$ cat src/rtl/w_full.sv
// Write-side pointer, full/almost-full flags and occupancy for an async FIFO.
// Brings the read-domain Gray pointer across with two flops and compares it against the next write pointer.
module w_full #(
    parameter int ADDR_W    = 3,
    parameter int AF_MARGIN = 2
) (
    input  logic              clk,
    input  logic              rst,
    input  logic [ADDR_W:0]   r_ptr_async,
    input  logic              w_en,
    input  logic              clear_ovf,
    output logic [ADDR_W-1:0] w_addr,
    output logic              w_ack,
    output logic [ADDR_W:0]   w_ptr,
    output logic              full,
    output logic              almost_full,
    output logic [ADDR_W:0]   w_count,
    output logic              overflow
);

    localparam int PTR_W = ADDR_W + 1;
    localparam logic [PTR_W-1:0] DEPTH_C   = PTR_W'(1 << ADDR_W);
    localparam logic [PTR_W-1:0] AF_C      = PTR_W'(AF_MARGIN);
    // Full means equal to the read pointer with the two top Gray bits inverted.
    localparam logic [PTR_W-1:0] FULL_MASK = PTR_W'(3) << (PTR_W - 2);

    function automatic logic [PTR_W-1:0] gray2bin(input logic [PTR_W-1:0] g);
        logic [PTR_W-1:0] b;
        b[PTR_W-1] = g[PTR_W-1];
        for (int i = PTR_W - 2; i >= 0; i--) begin
            b[i] = b[i+1] ^ g[i];
        end
        return b;
    endfunction

    function automatic logic [PTR_W-1:0] bin2gray(input logic [PTR_W-1:0] b);
        return b ^ (b >> 1);
    endfunction

    logic [PTR_W-1:0] rq1_q, rq2_q;
    logic [PTR_W-1:0] w_bin_q, w_bin_d;
    logic [PTR_W-1:0] w_ptr_q, w_ptr_d;
    logic [PTR_W-1:0] count_q, count_d;
    logic [PTR_W-1:0] r_bin_s;
    logic             full_q, full_d;
    logic             af_q, af_d;
    logic             ovf_q, ovf_d;
    logic             w_ack_s;

    assign w_ack_s     = w_en & ~full_q;
    assign w_ack       = w_ack_s;
    assign w_addr      = w_bin_q[ADDR_W-1:0];
    assign w_ptr       = w_ptr_q;
    assign full        = full_q;
    assign almost_full = af_q;
    assign w_count     = count_q;
    assign overflow    = ovf_q;

    // Next pointer, flags and occupancy from the synchronised read pointer.
    always_comb begin
        r_bin_s = gray2bin(rq2_q);
        w_bin_d = w_bin_q + {{ADDR_W{1'b0}}, w_ack_s};
        w_ptr_d = bin2gray(w_bin_d);
        full_d  = (w_ptr_d == (rq2_q ^ FULL_MASK));
        count_d = w_bin_d - r_bin_s;
        af_d    = ((DEPTH_C - count_d) <= AF_C);
        if (w_en && full_q) begin
            ovf_d = 1'b1;
        end else if (clear_ovf) begin
            ovf_d = 1'b0;
        end else begin
            ovf_d = ovf_q;
        end
    end

    // Synchroniser and write-side state registers.
    always_ff @(posedge clk or negedge rst) begin
        if (!rst) begin
            rq1_q   <= {PTR_W{1'b0}};
            rq2_q   <= {PTR_W{1'b0}};
            w_bin_q <= {PTR_W{1'b0}};
            w_ptr_q <= {PTR_W{1'b0}};
            count_q <= {PTR_W{1'b0}};
            full_q  <= 1'b0;
            af_q    <= 1'b0;
            ovf_q   <= 1'b0;
        end else begin
            rq1_q   <= r_ptr_async;
            rq2_q   <= rq1_q;
            w_bin_q <= w_bin_d;
            w_ptr_q <= w_ptr_d;
            count_q <= count_d;
            full_q  <= full_d;
            af_q    <= af_d;
            ovf_q   <= ovf_d;
        end
    end

endmodule

$ cat config.mk
export PLATFORM = sky130hd
export DESIGN_NAME = w_full
export DESIGN_NICKNAME = d
export VERILOG_FILES = /design/src/rtl/w_full.sv
export SDC_FILE = /design/constraint.sdc
export NUM_CORES = 1
export LEC_CHECK = 0
export BUFFER_PORTS_ARGS = -buffer_cell sky130_fd_sc_hd__buf_2
export CORE_UTILIZATION = 35
export CTS_BUF_LIST = sky130_fd_sc_hd__clkbuf_16
export DETAILED_ROUTE_END_ITERATION = 7
export MAX_ROUTING_LAYER = met4
export PLACE_DENSITY = 0.56
export SYNTH_ARGS = -nofsm -noshare
export SYNTH_HDL_FRONTEND = slang
export SYNTH_SLANG_ARGS = --single-unit
$ cat constraint.sdc
create_clock -name clk -period 8.35 [get_ports clk]
set_clock_uncertainty 0.15 [all_clocks]
set_input_delay 1.67 -clock clk [delete_from_list [all_inputs] [get_ports clk]]
set_output_delay 1.67 -clock clk [all_outputs]
set_load 0.05 [all_outputs]
==> reports/metrics.sh, run 1 <==
SYNTH_COMMONEST_CELLS='22 x dfrtp_1, 8 x xnor2_1, 8 x xor2_1'
CLK_LATENCY_NS=0.26
SYNTH_ENABLE_FLOP_CELLS=0
FP.COREAREA_UM2=2522
CTS_SINKS=22
TIMING.CRITICAL_PATH.FROM_TYPE='input pin'
GROUTE.USAGE.OVERALL=0.1298
CRITICAL-PATH-TOP-CELL-BY-COUNT='buf_2'
SIGNED_AREA_CHANGE_FROM_THE_SYNTHESIZED_NETLIST_TO_THE_FINAL_LAYOUT_PCT=23.88
DETAILED_PLACE_HPWL_UM=1068
CTS_TREE='done'
TIMING_HOLD_VIOLATIONS_FINAL=0
POST-ROUTE-DRC-COUNT=0
GLOBALPLACE.CONGESTION=0.7105
SYNTH_AREA_LEADER_CELL='dfrtp_1'
UNREPAIRED_SETUP_ENDPOINTS_AFTER_GLOBAL_ROUTING='false'
MULTI_INPUT_COMB_AREA_UM2=379.1
REG2REG_SLACK_NS=5.53
DIE_H_UM=54.06
SYNTH.TOP_CELLS.BY_AREA='dfrtp_1 58%, ha_1 9.2%, xnor2_1 7.4%, xor2_1 7.4%, xnor2_2 3.4%'
GRT_OVERFLOW_TOTAL=0
SYNTHESIS.NETS=84
SYNTH_FLOP_CELL='dfrtp_1'
CLK_PIN_SLEW_NS=0.06
FINAL_MIN_PERIOD_OVER_CLOCK_PERIOD=0.4841
CTSLONGESTPATHBUFFERS=2
DRTITER0DRC=0
TIMING.CRITICAL_PATH.CELLS='buf_2, nor2b_1, buf_2'
CTS-BUFFERS-INSERTED=3
SHARE_OF_ASYNC_SETTABLE_OR_ASYNC_RESETTABLE_FLOPS_AFTER_SYNTHESIS=1.000
CRIT_ARRIVAL_NS=2.22
FINAL_NET_COUNT=111
ANTENNA_FIX_CELLS=0
SYNTH_LARGEST_TYPE_AREA_FRACTION=0.5805
CTS.HOLD.BUFFERS_ADDED=0
STATUS='finished clean'
DETAIL_ROUTE.VIAS_PER_CELL=4.500
FMAX_GHz=0.2474
CP_MAX_FO=2
WL_UM=1434
MAXSLEWHEADROOM=0.6757
CTS.REPAIR.RESIZED=0
SYNTHESIZED_INSTANCE_COUNT=68
PORT_BUFFERS=22
REG2REGPATHDEPTH=11
FINAL_SLEW_VIOLATIONS=0
FIRST_GLOBAL_VIAS=519
AREA.SEQUENTIAL_UM2=550.5
SETUP.WORST_PATH.CLASS='in -> out'
H_TREE_DEPTH=1
INITIAL_UTILIZATION=0.3760
VIAS=558
CP_SLOWEST_STAGE_DELAY_NS=0.29
CP-END-KIND='output port'
POST-SYNTH-TOP-COUNT-CELL='dfrtp_1'
DIEAREA_UM2=2922
SEQ_CELLS_POST_SYNTH=22
YOSYSWARNINGCOUNT=0
DR_WL_MET3_UM=84
PIN_COUNT=23
WORST_PATH_MAX_DELAY_CELL='buf_2'
ROOT_BUFFER='clkbuf_16'
ANTENNA_FOUND_INITIAL=0
GRT_MAX_DEGREE=23
SYNTH-SEQ-AREA-SHARE=0.5805
STD_CELL_ROWS=18
GLOBAL_ROUTE_WIRE_LENGTH_BEFORE_REPAIR_UM=2394
POSTCTSSETUPBUFFERS=0
ROUTE.DETAILED.WL_PER_INST_UM=11.56
TOP_LAYER_USED='met4'
HOLD_CLASS='reg -> reg'
POST_SYNTH_DESIGN_CELL_AREA_UM2=948.4
TIMING.CRITICAL_PATH.BUF_INV=2
SETUP_TOTAL_NEGATIVE_SLACK_NS=0
FILLER_CELL_COUNT=241
FINAL_LAYOUT_SIZE_SUFFIX_GT1_FRAC=0.3085
SYNTH_UNIQUE_CELLS=16
WORST-PATH-STAGES=3
TIMING.FINAL.CRIT_PERIOD_NS=4.043
ANTENNA_VIOLATING_NETS_POST_ROUTE=0
HOLDPATHSTAGES=0
SETUP_VIOL_COUNT_FINAL=0
DIEWIDTH_UM=54.06
WL_MET1_UM=636
TIMING_WORST_SLEW_PIN_VALUE_NS=0.4865
WORSTPATHREQUIRED_NS=6.53
METAL2_WL_UM=672
MAX_CAP_VIOLATIONS=0
WORST_PATH_DOMINANT_CELL_FAMILY='buffers and inverters'
PER_INSTANCE_AVERAGE_AREA_AFTER_SYNTHESIS_UM2=13.95
FIRST_PASS_ITERS=1
-- layout make-up --
| cell class | instances | area share |
|---|---|---|
| Sequential cell | 22 | 0.4686 |
| Tap cell | 30 | 0.03195 |
| Multi-Input combinational cell | 41 | 0.3227 |
| Inverter | 5 | 0.01597 |
| Clock buffer | 3 | 0.06390 |
| Clock inverter | 1 | 0.003195 |
| Timing Repair Buffer | 22 | 0.09372 |
-- per-stage QoR --
stage | instances | hold WS, ns | instance area, um2 | util | worst slack (ns)
finish | 124 | 0.1965 | 1175 | 0.4658 | 4.307
global route | 124 | 0.2044 | 1175 | 0.4658 | 4.242
CTS | 124 | 0.1996 | 1175 | 0.4658 | 4.304
detailed placement | 120 | 0.1856 | 1096 | 0.4345 | 4.286
global placement | 120 | 0.1827 | 1096 | 0.4345 | 4.315
floorplan | 68 | 0.1812 | 948.4 | - | 3.847
-- sequential cells by signal, summed over array words and instances, names as in the netlist --
register     cells
rq2_q            4
w_count          4
rq1_q            4
almost_full      1
full             1
w_bin_q          4
w_ptr            3
overflow         1
-- routing by layer --
metal  vias up  GRT usage
li1        269          -
met1       267     0.1574
met2        19     0.1811
met3         3    0.04237
met4         0    0.08974
met5         -          -
-- worst reg2reg max path, delay by kind of cell (launching register included) --
family | cells | cell delay, ns
xor gates and xnor gates | 6 | 1.30
adders and majority gates | 2 | 0.53
buffers and inverters | 1 | 0.05
DFF | 1 | 0.41
and+or+nand+nor | 2 | 0.27
-- final timing paths --
kind                                         end               start
min in group asynchronous     rq1_q[0]$_DFF_PN0_                 rst
min                           rq2_q[2]$_DFF_PN0_  rq1_q[2]$_DFF_PN0_
max                                        w_ack                w_en
min reg2reg                   rq2_q[2]$_DFF_PN0_  rq1_q[2]$_DFF_PN0_
max in group asynchronous   w_bin_q[3]$_DFF_PN0_                 rst
max reg2reg                almost_full$_DFF_PN0_  rq2_q[3]$_DFF_PN0_
-- layout by cell type, fill, tap and decap left out --
cell type and instances:
a211oi_2 1, a21o_1 2, buf_2 22, clkbuf_16 3, clkinv_1 1, dfrtp_1 22
fa_1 1, ha_1 7, inv_1 5, nand2_1 3, nand3_1 2, nor2b_1 2
nor3_1 2, o21ai_0 1, or3_1 1, xnor2_1 8, xnor2_2 2, xor2_1 8
xor2_2 1
-- logic make-up after synthesis --
| group | Yosys count | synth area share |
|---|---|---|
| flip-flops | 22 | 0.5805 |
| XOR/XNOR | 19 | 0.1992 |
| AND/OR/NAND/NOR | 10 | 0.05277 |
| adder cells (fa/ha/maj) | 8 | 0.1135 |
| buffers and inverters | 5 | 0.01979 |
| AO/OA/AOI/OAI | 4 | 0.03429 |
Power of run 1 is not shown: default switching activity piles up to over one toggle a cycle in this logic, so the estimate is an artifact.
==> run 2: changes to the inputs <==
--- a/config.mk
+++ b/config.mk
@@ -10,7 +10,7 @@
 export CTS_BUF_LIST = sky130_fd_sc_hd__clkbuf_16
 export DETAILED_ROUTE_END_ITERATION = 7
 export MAX_ROUTING_LAYER = met4
-export PLACE_DENSITY = 0.56
+export PLACE_DENSITY = 0.58
 export SYNTH_ARGS = -nofsm -noshare
 export SYNTH_HDL_FRONTEND = slang
 export SYNTH_SLANG_ARGS = --single-unit
==> constraint.sdc (replaced) <==
create_clock -name clk -period 3.6 [get_ports clk]
set_clock_uncertainty 0.15 [all_clocks]
set_input_delay 0.72 -clock clk [delete_from_list [all_inputs] [get_ports clk]]
set_output_delay 0.72 -clock clk [all_outputs]
set_load 0.05 [all_outputs]
==> reports/metrics.sh, run 2 (same netlist as run 1, synthesis figures left out) <==
CTS.HOLD.BUFFERS_ADDED=0  # unchanged
TIMING_HOLD_VIOLATIONS_FINAL=0  # unchanged
FINAL_LAYOUT_SIZE_SUFFIX_GT1_FRAC=0.3085  # unchanged
CTS-BUFFERS-INSERTED=3  # unchanged
CTS_TREE='done'
DRTITER0DRC=5  # +5
MAX_CAP_VIOLATIONS=0  # unchanged
H_TREE_DEPTH=1  # unchanged
CP-END-KIND='register'
DIE_H_UM=54.06  # unchanged
CTSLONGESTPATHBUFFERS=2  # unchanged
DETAIL_ROUTE.VIAS_PER_CELL=4.452  # -1.1%
MOSTFREQUENTLAYOUTCELLS='22 x dfrtp_1, 22 x buf_2, 8 x xnor2_1, 8 x xor2_1, 7 x ha_1'
PRE_CTS_SLACK_NS=0.4851  # -3.801 ns
SETUP_VIOL_COUNT_FINAL=0  # unchanged
GROUTE.USAGE.OVERALL=0.1157  # -0.01411
ANTENNA_FIX_CELLS=0  # unchanged
FIRST_GLOBAL_VIAS=516  # -0.58%
CRIT_PATH_SETUP_SLACK_LAYOUT_NS=0.7519  # -3.555 ns
FP.COREAREA_UM2=2522  # unchanged
CTS_SINKS=22  # unchanged
DIEAREA_UM2=2922  # unchanged
SETUP.WORST_PATH.CLASS='in -> reg'
WORSTPATHREQUIRED_NS=3.62  # -2.91 ns
MAXSLEWHEADROOM=0.6877  # +0.01209
GRT_OVERFLOW_TOTAL=0  # unchanged
GLOBAL_ROUTE_WIRE_LENGTH_BEFORE_REPAIR_UM=2277  # -4.9%
POST-ROUTE-DRC-COUNT=0  # unchanged
PIN_COUNT=23  # unchanged
HOLDPATHSTAGES=0  # unchanged
INITIAL_UTILIZATION=0.3760  # unchanged
TIMING.FINAL.CRIT_PERIOD_NS=2.848
HOLD_CLASS='reg -> reg'
FMAX_GHz=0.3511
TIMING.CRITICAL_PATH.FROM_TYPE='input pin'
STATUS='finished clean'
WL_UM=1295  # -9.7%
ANTENNA_FOUND_INITIAL=0  # unchanged
GRT_MAX_DEGREE=23  # unchanged
SIGNED_AREA_CHANGE_FROM_THE_SYNTHESIZED_NETLIST_TO_THE_FINAL_LAYOUT_PCT=23.88  # unchanged
ROOT_BUFFER='clkbuf_16'
FINAL_NET_COUNT=111  # unchanged
STD_CELL_ROWS=18  # unchanged
DETAILED_PLACE_HPWL_UM=1027  # -3.8%
FINAL_CORE_UTIL=0.4658  # unchanged
VIAS=552  # -1.1%
ANTENNA_VIOLATING_NETS_POST_ROUTE=0  # unchanged
DIEWIDTH_UM=54.06  # unchanged
REG2REGPATHDEPTH=10  # -1
CP_MAX_FO=7  # +5
PORT_BUFFERS=22  # unchanged
FINAL_MIN_PERIOD_OVER_CLOCK_PERIOD=0.7911
FIRST_PASS_ITERS=4  # +3
POSTCTSSETUPBUFFERS=0  # unchanged
SETUP_TOTAL_NEGATIVE_SLACK_NS=0  # unchanged
CLK_LATENCY_NS=0.25  # about the same
CRIT_ARRIVAL_NS=2.87  # +0.65 ns
GLOBALPLACE.CONGESTION=0.7447  # +4.8%
FINAL_SLEW_VIOLATIONS=0  # unchanged
UNREPAIRED_SETUP_ENDPOINTS_AFTER_GLOBAL_ROUTING='false'
TIMING_WORST_SLEW_PIN_VALUE_NS=0.4684  # -0.01813 ns
ROUTE.DETAILED.WL_PER_INST_UM=10.44  # -9.7%
CTS.REPAIR.RESIZED=0  # unchanged
CLK_PIN_SLEW_NS=0.06  # about the same
[run 2: cell counts in the layout (fill, tap and decap cells not counted)]
Identical to the previous run, type by type.
[run 2: final cells by class]
type,count,area [um2]
multi-input cells,41,379.1
clock buffers,3,75.07
flip-flops and latches,22,550.5
inverters,5,18.77
well taps,30,37.54
fillers,235,1348
clock inverters,1,3.754
repair buffers,22,110.1
[run 2: path summary, 6_finish.rpt]
| path | start | endpoint | slack [ns] |
|---|---|---|---|
| worst max-delay path | w_en | almost_full$_DFF_PN0_ | 0.75 |
| worst min-delay path | rq1_q[0]$_DFF_PN0_ | rq2_q[0]$_DFF_PN0_ | 0.20 |
| worst max register to register | rq2_q[3]$_DFF_PN0_ | almost_full$_DFF_PN0_ | 0.78 |
| worst min register to register | rq1_q[0]$_DFF_PN0_ | rq2_q[0]$_DFF_PN0_ | 0.20 |
| max in group asynchronous | rst | w_bin_q[2]$_DFF_PN0_ | 2.71 |
| min in group asynchronous | rst | w_bin_q[1]$_DFF_PN0_ | 0.27 |
[run 2: critical path, cell delays in order]
cell	delay [ns]
buf_2	0.10
nor2b_1	0.14
ha_1	0.21
ha_1	0.40
fa_1	0.66
inv_1	0.06
ha_1	0.28
nor2b_1	0.13
nor3_1	0.16
[run 2: through the flow]
step	hold WS [ns]	cells	cell area (um2)
after global placement	0.1822	120	1096
final	0.1958	124	1175
after global routing	0.2129	124	1175
after floorplan	0.1812	68	948.4
after detailed placement	0.1864	120	1096
after CTS	0.1990	124	1175
[run 2: layer usage]
layer	up-vias	part of all wire	global-route usage
met1	259	0.44	0.1373
li1	272	-	-
met4	0	0.0077	0.02564
met5	-	0	-
met2	19	0.49	0.1872
met3	2	0.058	0.04237
Power of run 2 is left out for the same reason.
==> run 3: changes to the inputs <==
--- a/config.mk
+++ b/config.mk
@@ -5,6 +5,7 @@
 export SDC_FILE = /design/constraint.sdc
 export NUM_CORES = 1
 export LEC_CHECK = 0
+export ABC_AREA = 1
 export BUFFER_PORTS_ARGS = -buffer_cell sky130_fd_sc_hd__buf_2
 export CORE_UTILIZATION = 35
 export CTS_BUF_LIST = sky130_fd_sc_hd__clkbuf_16
==> constraint.sdc (replaced) <==
create_clock -name clk -period 2.4 [get_ports clk]
set_clock_uncertainty 0.15 [all_clocks]
set_input_delay 0.48 -clock clk [delete_from_list [all_inputs] [get_ports clk]]
set_output_delay 0.48 -clock clk [all_outputs]
set_load 0.05 [all_outputs]
==> reports/metrics.sh, run 3 <==
FIRST_GLOBAL_VIAS=741  # +44%
SYNTH_COMMONEST_CELLS='25 x nand2_1, 22 x dfrtp_1, 16 x inv_1'
SETUP.WORST_PATH.CLASS='reg -> reg'
GLOBAL_ROUTE_WIRE_LENGTH_BEFORE_REPAIR_UM=3194  # +40%
SYNTH.TOP_CELLS.BY_AREA='dfrtp_1 55%, nand2_1 9.3%, ha_1 8.7%, inv_1 5.9%, xor2_1 4.3%'
DETAILED_PLACE.AREA_UM2=1290  # +18%
CP_MAX_FO=2  # -5
UNREPAIRED_SETUP_ENDPOINTS_AFTER_GLOBAL_ROUTING='true'
ANTENNA_VIOLATING_NETS_POST_ROUTE=0  # unchanged
SYNTH_FLOP_CELL='dfrtp_1'
PRE_CTS_SLACK_NS=-0.2730  # -0.7581 ns
TIMING.FINAL.CRIT_PERIOD_NS=2.663
GRT_USE_MET2=0.2255  # +0.03823
STATUS='complete, but fails checks'
CTS.HOLD.BUFFERS_ADDED=0  # unchanged
FIRST_PASS_ITERS=3  # -1
SYNTHESIZED_INSTANCE_COUNT=103  # +51%
CRIT_PATH_SETUP_SLACK_LAYOUT_NS=-0.2633  # -1.015 ns
MAX_CAP_VIOLATIONS=0  # unchanged
CLK_PIN_SLEW_NS=0.06  # about the same
DRTITER0DRC=28  # +23
GRT_BUSIEST_LAYER='met2'
FINAL_CORE_UTIL=0.5323  # +0.06649
FINAL_MIN_PERIOD_OVER_CLOCK_PERIOD=1.110
VIAS=771  # +40%
DIEAREA_UM2=3104  # +6.2%
TIMING_WORST_SLEW_PIN_VALUE_NS=0.4683  # -0.0001148 ns
ANTENNA_FIX_CELLS=0  # unchanged
SYNTH_ENABLE_FLOP_CELLS=0  # unchanged
GRT_USE_MET3=0.04186  # -0.0005124
DIEWIDTH_UM=55.71  # +3.1%
GROUTE.USAGE.OVERALL=0.1359  # +0.02018
CTS_SINKS=22  # unchanged
POST-ROUTE-DRC-COUNT=0  # unchanged
SYNTHESIS.NETS=119  # +42%
TIMING.CRITICAL_PATH.FROM_TYPE='register'
SYNTH_LARGEST_TYPE_AREA_FRACTION=0.5452  # -0.03525
CTSLONGESTPATHBUFFERS=2  # unchanged
SYNTH_AREA_LEADER_CELL='dfrtp_1'
DETAIL_ROUTE.VIAS_PER_CELL=4.381  # -1.6%
DETAILED_PLACE_HPWL_UM=1325  # +29%
FMAX_GHz=0.3755
HOLD_CLASS='in -> async'
TIMING_HOLD_VIOLATIONS_FINAL=0  # unchanged
H_TREE_DEPTH=1  # unchanged
GLOBALPLACE.CONGESTION=0.7733  # +3.8%
SETUP_VIOL_COUNT_FINAL=1  # +1
FINAL_NET_COUNT=162  # +46%
SYNTH_UNIQUE_CELLS=19  # +3
FINAL_LAYOUT_SIZE_SUFFIX_GT1_FRAC=0.4207  # +0.1122
WL_UM=1747  # +35%
FINAL_SLEW_VIOLATIONS=0  # unchanged
CRIT_ARRIVAL_NS=2.66  # -0.21 ns
PER_INSTANCE_AVERAGE_AREA_AFTER_SYNTHESIS_UM2=9.803  # -30%
FAILED_CHECKS='negative setup slack'
MOSTFREQUENTLAYOUTCELLS='24 x nand2_1, 22 x buf_2, 21 x dfrtp_1'
POST_SYNTH_DESIGN_CELL_AREA_UM2=1010  # +6.5%
CP-END-KIND='register'
ROUTE.DETAILED.WL_PER_INST_UM=9.926  # -5.0%
GRT_MAX_DEGREE=23  # unchanged
GRT_OVERFLOW_TOTAL=0  # unchanged
CLK_LATENCY_NS=0.25  # about the same
CTS-BUFFERS-INSERTED=3  # unchanged
SHARE_OF_ASYNC_SETTABLE_OR_ASYNC_RESETTABLE_FLOPS_AFTER_SYNTHESIS=1.000  # unchanged
MAXSLEWHEADROOM=0.6878  # about the same
SEQ_CELLS_POST_SYNTH=22  # unchanged
PIN_COUNT=23  # unchanged
ROOT_BUFFER='clkbuf_16'
STD_CELL_ROWS=19  # +1
SIGNED_AREA_CHANGE_FROM_THE_SYNTHESIZED_NETLIST_TO_THE_FINAL_LAYOUT_PCT=44.11
YOSYSWARNINGCOUNT=0  # unchanged
WORSTPATHREQUIRED_NS=2.39  # -1.23 ns
INITIAL_UTILIZATION=0.3693  # -0.006656
CTS_TREE='done'
FP.COREAREA_UM2=2734  # +8.4%
POST-SYNTH-TOP-COUNT-CELL='nand2_1'
PORT_BUFFERS=22  # unchanged
DESIGN_AREA_UM2=1455  # +24%
SYNTH-SEQ-AREA-SHARE=0.5452  # -0.03525
GR-USAGE-MET1=0.1593  # +0.02201
LAYOUT_COMMONEST_CELL='nand2_1'
ANTENNA_FOUND_INITIAL=0  # unchanged
DIE_H_UM=55.71  # +3.1%
[run 3: layout make-up]
type / instances / area [um2]
well taps: 31 / 38.79
clock inverters: 1 / 30.03
repair buffers: 38 / 230.2
inverters: 18 / 67.56
clock buffers: 3 / 75.07
flip-flops and latches: 22 / 551.8
fillers: 236 / 1279
multi-input cells: 63 / 461.7
[run 3: cell families (layout without fill, tap and decap cells)]
group | Yosys count | after routing | synth area share
buffers and inverters | 18 | 60 | 0.06692
adders and majority gates | 8 | 8 | 0.1066
and+or+nand+nor | 44 | 44 | 0.1983
xor gates and xnor gates | 7 | 7 | 0.06072
AOI/OAI and AO/OA | 4 | 4 | 0.02230
DFF | 22 | 22 | 0.5452
[run 3: worst max-delay path, stage by stage (launching register included)]
cell,delay (ns)
dfrtp_1,0.40
xnor2_2,0.25
xor2_2,0.25
xor2_2,0.20
ha_4,0.15
inv_2,0.04
fa_1,0.52
inv_1,0.05
ha_1,0.26
inv_1,0.04
o21ai_1,0.09
o21bai_1,0.11
nor2_1,0.05
[run 3: routing by layer]
| metal | routed length (um) | share of wire | vias up |
|---|---|---|---|
| li1 | - | - | 400 |
| met1 | 712 | 0.41 | 356 |
| met2 | 955 | 0.55 | 13 |
| met3 | 70 | 0.040 | 2 |
| met4 | 8 | 0.0046 | 0 |
| met5 | 0 | 0 | - |
[run 3: final timing paths]
| check | start | slack (ns) | depth (start not counted) | endpoint |
|---|---|---|---|---|
| worst min register to register | rq1_q[0]$_DFF_PN0_ | 0.20 | 0 | rq2_q[0]$_DFF_PN0_ |
| worst max register to register | rq2_q[3]$_DFF_PN0_ | -0.26 | 12 | almost_full$_DFF_PN0_ |
| max in group asynchronous | rst | 1.72 | 1 | full$_DFF_PN0_ |
| min in group clk | r_ptr_async[3] | 0.18 | 1 | rq1_q[3]$_DFF_PN0_ |
| worst min-delay path | rst | 0.02 | 1 | w_count[2]$_DFF_PN0_ |
| worst max-delay path | rq2_q[3]$_DFF_PN0_ | -0.26 | 12 | almost_full$_DFF_PN0_ |
[run 3: per-stage QoR]
stage                     instances  TNS [ns]  hold WS [ns]
after floorplan                 103   -0.3697       0.03441
after global placement          167   -0.2085        0.1813
after detailed placement        167   -0.2730        0.1856
after CTS                       174   -0.2691       0.04368
after global routing            176   -0.4790       0.07377
final                           176   -0.2633       0.02251
[run 3: what timing repair did]
item,4_1_cts,5_1_grt
pin swaps,5,3
resized for setup,1,3
setup endpoints to repair,1,2
buffers inserted,3,2
hold endpoints to repair,0,0
Power of run 3 is left out for the same reason.
